File: src/rtl/uart_tx_feeder.sv
// Character FIFO that feeds a UART transmitter one frame at a time.
// Optional sticky overflow flag is enabled by defining UART_TX_FEEDER_OVF_EN.
module uart_tx_feeder #(
  parameter int CLKS_PER_BIT = 521,
  parameter int FRAME_BITS   = 10,
  parameter int DEPTH        = 8
) (
  input  logic                     clk,
  input  logic                     rst_n,
  input  logic                     wr_en,
  input  logic [6:0]               wr_data,
  output logic                     full,
  output logic                     empty,
  output logic [$clog2(DEPTH):0]   count,
  output logic                     tx_start,
  output logic [6:0]               datain_tx,
  output logic                     tx_busy,
  output logic                     ovf,
  input  logic                     ovf_clr
);

  localparam int AW           = $clog2(DEPTH);
  localparam int FRAME_CYCLES = CLKS_PER_BIT * FRAME_BITS;
  localparam int CW           = $clog2(FRAME_CYCLES + 1);

  typedef enum logic [1:0] {IDLE, START, WAIT} state_t;

  state_t        state, state_next;
  logic [6:0]    mem [DEPTH];
  logic [AW-1:0] wr_ptr, rd_ptr;
  logic [CW-1:0] frame_cnt;
  logic          push, pop, frame_done;

  assign full       = (count == (AW+1)'(DEPTH));
  assign empty      = (count == '0);
  // full is the pre-edge value, so a write that meets a pop while full is still dropped
  assign push       = wr_en & ~full;
  assign pop        = (state == IDLE) & ~empty;
  assign frame_done = (frame_cnt == CW'(FRAME_CYCLES - 1));

  always_ff @(posedge clk) begin
    if (push) mem[wr_ptr] <= wr_data;
  end

  always_ff @(posedge clk or negedge rst_n) begin
    if (!rst_n) begin
      wr_ptr    <= '0;
      rd_ptr    <= '0;
      count     <= '0;
      datain_tx <= '0;
    end else begin
      if (push) wr_ptr <= wr_ptr + AW'(1);
      if (pop) begin
        rd_ptr    <= rd_ptr + AW'(1);
        datain_tx <= mem[rd_ptr];
      end
      case ({push, pop})
        2'b10:   count <= count + (AW+1)'(1);
        2'b01:   count <= count - (AW+1)'(1);
        default: count <= count;
      endcase
    end
  end

  always_ff @(posedge clk or negedge rst_n) begin
    if (!rst_n) begin
      state     <= IDLE;
      frame_cnt <= '0;
    end else begin
      state <= state_next;
      if (state == START)     frame_cnt <= '0;
      else if (state == WAIT) frame_cnt <= frame_cnt + CW'(1);
    end
  end

  always_comb begin
    state_next = state;
    tx_start   = 1'b0;
    tx_busy    = 1'b0;
    case (state)
      IDLE:  if (pop) state_next = START;
      START: begin
        tx_start   = 1'b1;
        tx_busy    = 1'b1;
        state_next = WAIT;
      end
      WAIT: begin
        tx_busy = 1'b1;
        if (frame_done) state_next = IDLE;
      end
      default: state_next = IDLE;
    endcase
  end

`ifdef UART_TX_FEEDER_OVF_EN
  // A drop wins over a clear on the same edge so no overflow event is lost
  always_ff @(posedge clk or negedge rst_n) begin
    if (!rst_n)               ovf <= 1'b0;
    else if (wr_en && full)   ovf <= 1'b1;
    else if (ovf_clr)         ovf <= 1'b0;
  end
`else
  logic unused_ovf_clr;
  assign unused_ovf_clr = ovf_clr;
  assign ovf            = 1'b0;
`endif

endmodule

File: config.mk
export PLATFORM = sky130hd
export DESIGN_NAME = uart_tx_feeder
export DESIGN_NICKNAME = d
export VERILOG_FILES = /design/src/rtl/uart_tx_feeder.sv
export SDC_FILE = /design/constraint.sdc
export NUM_CORES = 1
export LEC_CHECK = 0
export CORE_MARGIN = 4
export CORE_UTILIZATION = 30
export CTS_CLUSTER_DIAMETER = 50
export CTS_CLUSTER_SIZE = 10
export DETAILED_ROUTE_END_ITERATION = 10
export HOLD_SLACK_MARGIN = 0.1
export REMOVE_ABC_BUFFERS = 1
export SLEW_MARGIN = 20
export SYNTH_ARGS = -nofsm -noshare
export SYNTH_HDL_FRONTEND = slang
export SYNTH_SLANG_ARGS = --single-unit
File: constraint.sdc
create_clock -name clk -period 3.3 [get_ports clk]
set_input_delay 0.825 -clock clk [delete_from_list [all_inputs] [get_ports clk]]
set_output_delay 0.825 -clock clk [all_outputs]
set_load 0.02 [all_outputs]
Yosys cells after proc, flatten, opt, wreduce, memory -nomap -nowiden
Memories as Yosys holds them, arrays and structs flattened. A register that Yosys moved wholly into a read port is not among the register bits. Index checks and enable logic that the tools add are counted.

Register bits after elaboration: 25. Bits in writable memories: 56. Bits of input ports: 11. Output and inout bits: 16. Logic and storage cells: 40. Memories kept: 1.

Add/subtract/negate cells: 5. Equality and inequality tests: 8. Muxes and demuxes: 10. Bitwise operators: 4. Reduce and logical (&&, ||, !) cells: 7.

Memories: mem (depth 8, width 7, read ports 1, clocked after Yosys merged registers in 1, write ports 1, line 29) `logic [6:0] mem [DEPTH];`.

Operators with widths (number): 13-bit 2-to-1 mux (2); 13-bit by 1-bit adder with 13-bit output, second input constant (1); 13-bit == test, second input constant (1); 4-bit case mux with 2 select lines (1); 3-bit by 1-bit adder with 3-bit output, second input constant (2); 2-bit case mux with 3 select lines (1); 4-bit by 1-bit adder with 4-bit output, second input constant (1); 2-bit by 1-bit == test with 1-bit output, second input constant (2); 2-bit == test, second input constant (2); 4-bit == test, second input constant (1); 4-bit logical NOT (1); 1-bit 2-to-1 mux (4); 2-bit 2-to-1 mux (2); 2-bit inequality test, second input constant (2); 2-bit nonzero test (2); 4-bit by 1-bit subtractor with 4-bit output, second input constant (1); 1-bit bitwise AND (2); 2-bit logical NOT (1); 1-bit inverter (2); 2-bit AND reduction (1); 2-bit OR reduction (1); 1-bit logical NOT (1).

Logic depth before layout (Yosys ltp)
Depth in word-level cells: 5. Depth in mapped cells: 10. Depth with buffers taken out: 10.

Worst setup path after synthesis
Ideal clock, no wire load.

Path type: input-to-reg. From: input port wr_en. To: register count[3]. Library setup time: 0.116 ns. Arrival: 2.429 ns. Data required time: 3.184 ns. Path slack: 0.756 ns. Stages on the path: 7. Path buffers: 0. Cell sequence: a21boi_1 -> inv_1 -> ha_1 -> ha_1 -> a21oi_1 -> o21ai_0 -> o311ai_0.

Longest elaborated chain between the ends: 3. Elaborated cells on any way between the ends: 5. Those cells by class: eq/ne: 2; mux: 1; bitwise: 1; reduce/logical: 1.

Ends and longest elaborated chain: from (decl) (line 10) `input logic wr_en,`; 1-bit bitwise AND (*) (line 37) `assign push = wr_en & ~full;`; 2-bit by 1-bit == test with 1-bit output or 2-bit == test (tied branches) (line 57) `case ({push, pop})`; 4-bit case mux with 2 select lines or 2-bit nonzero test (tied branches); to (signal assigned) (line 58) `2'b10: count <= count + (AW+1)'(1);`; to (signal assigned) (line 59) `2'b01: count <= count - (AW+1)'(1);`; to (signal assigned) (line 60) `default: count <= count;`; to (decl) (line 14) `output logic [$clog2(DEPTH):0] count,`.

Mark *: on every way between the ends. The rest lies on a longest branch, timed or not. A chain may end at the register's enable or synchronous reset.

Final worst setup path
From: register count[0]. To: output port empty.

Longest elaborated chain between the ends: 1.

Ends and longest elaborated chain: 4-bit logical NOT (line 35) `assign empty = (count == '0);`; to (decl) (line 13) `output logic empty,`.

No other way between the ends.

==> results.cfg <==
[grt]
grt_overflow_total = 0
first_global_vias = 2336
antenna_found_initial = 0
grt_max_degree = 33
grt_pass1_wl_mm = 12.3
total_track_usage_pct = 11.0

[detailed_routing]
drc_errors = 0
drt_iter0_drc = 94
finalWirelength_mm = 7.47
vias_per_inst = 4.62
routedWlPerCell_um = 15.5
route.antenna.remaining_nets = 0
dr_total_vias = 2233
first_pass_iters = 4

[job]
cap_viol_max_count = 0

[synth]
synth.cells.most_frequent = sky130_fd_sc_hd__edfxtp_1 (56), sky130_fd_sc_hd__dfrtp_1 (32), sky130_fd_sc_hd__nand2_1 (25), sky130_fd_sc_hd__o21ai_0 (17), sky130_fd_sc_hd__mux4_2 (14)
dominantRegCellSynth = sky130_fd_sc_hd__edfxtp_1
synth_sequential_area_ratio_pct = 64.4
synth-edff-count = 56
yosysMostFrequentCell = sky130_fd_sc_hd__edfxtp_1
synth_seq_cells = 88
yosys.area.top_type = sky130_fd_sc_hd__edfxtp_1
mappedNetlistArea_um2 = 3850
yosys_warnings = 0
synth-async-reset-ratio_pct = 36.4
number_of_distinct_library_cells_after_synthesis = 48
synth_largest_type_area_fraction_pct = 43.7
synth_cells = 267
postSynthAreaPerCell_um2 = 14.4
post_synth_main_area_contributors = sky130_fd_sc_hd__edfxtp_1 (44%), sky130_fd_sc_hd__dfrtp_1 (21%), sky130_fd_sc_hd__mux4_2 (8.2%)

[clocking]
postCtsHoldBufs = 0
cts.htree.levels = 3
cts-root-to-sink-buffers = 2
tritoncts = done
clock_slew_at_reported_path_ffs_ps = 60
clk_root_buffer_cell = sky130_fd_sc_hd__clkbuf_16
clock_insertion_delay_worst_skew_ps = 330
number_of_buffers_added_by_the_clock_tree_synthesis_step = 9
clock_sinks = 88
cts.repair_timing.setup_buffer_count = 0
post_cts_sizing_count = 0

[worst_setup_path]
critical_path.cell_chain = or4_1 -> inv_1 -> clkdlybuf4s50_1
critPathRequiredTime_ps = 2470
worst_ep_arrival_time_ps = 2070
critical-path-max-stage-delay_ps = 610
startpoint_type = register
crit_fanout = 6
endpoint_kind = output port
timing.critical_path.slowest_stage_cell = sky130_fd_sc_hd__clkdlybuf4s50_1
worst-setup-path-type = reg2out

[timing]
timing.slew.headroom_pct = 49.5
tightest_slew_ps = 758
setup_total_negative_slack_ps = 0
clock-skew-final_ps = 7.24
post-route-worst-setup-slack_ps = 409
final_min_period_over_clock_period_pct = 87.6
timing_max_transition_violations_final = 0
period_minus_slack_ps = 2890
clock.fmax_mhz = 346
finalSetupViolations = 0
whs_ps = 487
grt_setup_unrepaired = false
hold_viol = 0

[floorplan]
die_width_um = 121
pin_count = 27
die-area_um2 = 14700
core_footprint_um2 = 12600
die_h_um = 121
fp-row-count = 41
start_util_pct = 30.5

[power]
report.power.total_mw = 4.11
power.ir.vdd_worst_mv = 0.347
leakage_power_of_the_design_nw = 1.72
power_density_nw_per_um2 = 887

[final_layout]
fill_cells = 1234
fin_nets = 328
finalInstanceArea_um2 = 4630
antenna_cells_inserted = 0
post_route_cells_drive_above_1_share_pct = 16.1
finish.utilization_pct = 36.7
final_cells = 483
syn_to_final_growth_pct = 20.2

[place]
dp_worst_setup_slack_ps = 231
port-buffer-count = 24
place_area_um2 = 4360
place_hpwl_mm = 4.86
replace_congestion = 0.722
placed_cells_incl_taps = 467

[outcome]
status = complete, no violations

[hold_path]
hp-class = reg2reg
[cells in the final DEF (no fill, tap or decap), types with 2 or more instances in the layout]
cell,n
sky130_fd_sc_hd__edfxtp_1,56
sky130_fd_sc_hd__dfrtp_1,32
sky130_fd_sc_hd__nand2_1,25
sky130_fd_sc_hd__clkdlybuf4s50_1,24
sky130_fd_sc_hd__o21ai_0,17
sky130_fd_sc_hd__mux4_2,14
sky130_fd_sc_hd__buf_4,14
sky130_fd_sc_hd__inv_1,13
sky130_fd_sc_hd__nor2_1,10
sky130_fd_sc_hd__ha_1,10
sky130_fd_sc_hd__nor3_1,9
sky130_fd_sc_hd__mux2i_1,9
sky130_fd_sc_hd__clkbuf_16,9
sky130_fd_sc_hd__a21oi_1,8
sky130_fd_sc_hd__xnor2_1,7
sky130_fd_sc_hd__nand2b_1,5
sky130_fd_sc_hd__nor4_1,4
sky130_fd_sc_hd__nand3_1,3
sky130_fd_sc_hd__a22o_1,3
sky130_fd_sc_hd__or3_1,2
sky130_fd_sc_hd__xor2_1,2
sky130_fd_sc_hd__a31oi_1,2
sky130_fd_sc_hd__nand4_1,2
sky130_fd_sc_hd__clkinvlp_4,2
sky130_fd_sc_hd__clkinv_2,2
sky130_fd_sc_hd__clkbuf_1,2
[critical path: cells and delay by family, from the launching register on]
| family | cells | cell delay, ps |
|---|---|---|
| buffers and inverters | 2 | 710 |
| and+or+nand+nor | 1 | 580 |
| DFF | 1 | 450 |
[path summary, 6_finish.rpt]
path | startpoint | to | slack [ps] | cells after the start
worst max-delay path | count[0] | empty | 410 | 3
worst min-delay path | datain_tx[4] | datain_tx[4] | 490 | 2
worst max register to register | count[0] | count[3] | 720 | 8
worst min register to register | datain_tx[4] | datain_tx[4] | 490 | 2
max in group asynchronous | rst_n | frame_cnt[1] | 2080 | 2
min in group asynchronous | rst_n | count[0] | 900 | 2
[metal layers]
layer  global-route usage, %  vias up  wire length (um)
li1                        -     1077                 -
met1                    13.5     1122              3310
met2                    18.6       29              3940
met3                    2.94        5               148
met4                    3.71        0                76
met5                       0        -                 0
[state kept, by name, summed over array words and instances, names as in the netlist]
signal     cells
count          4
rd_ptr         3
state          2
wr_ptr         3
datain_tx      7
mem           56
frame_cnt     13
[cell families (layout without fill, tap and decap cells)]
group                    after synthesis  in the layout  synth area share (%)
AND/OR/NAND/NOR                       71             71                  9.55
multiplexers                          24             24                  10.8
adder cells (fa/ha/maj)               11             11                  3.77
AO/OA/AOI/OAI                         39             39                  6.63
XOR/XNOR                               9              9                  2.05
other                                  1              1                0.0973
flip-flops                            88             88                  64.4
buffers and inverters                 24             68                  2.66
[where the power goes]
group          internal [mW]  switching, mW  total (mW)
Clock                  0.510          0.407       0.918
Combinational          0.721          0.811        1.53
Sequential              1.43          0.226        1.66
Total                   2.66           1.44        4.11
[cell type report]
class	instances	area (um^2)	area share [%]
clock buffer	11	233	5.03
clock inverter	5	33.8	0.730
inverter	14	52.6	1.14
multi-input combinational	155	1270	27.4
sequential	88	2480	53.6
tap	172	215	4.65
timing repair buffer	38	345	7.46
No activity file was read; power rests on OpenSTA's default activity.
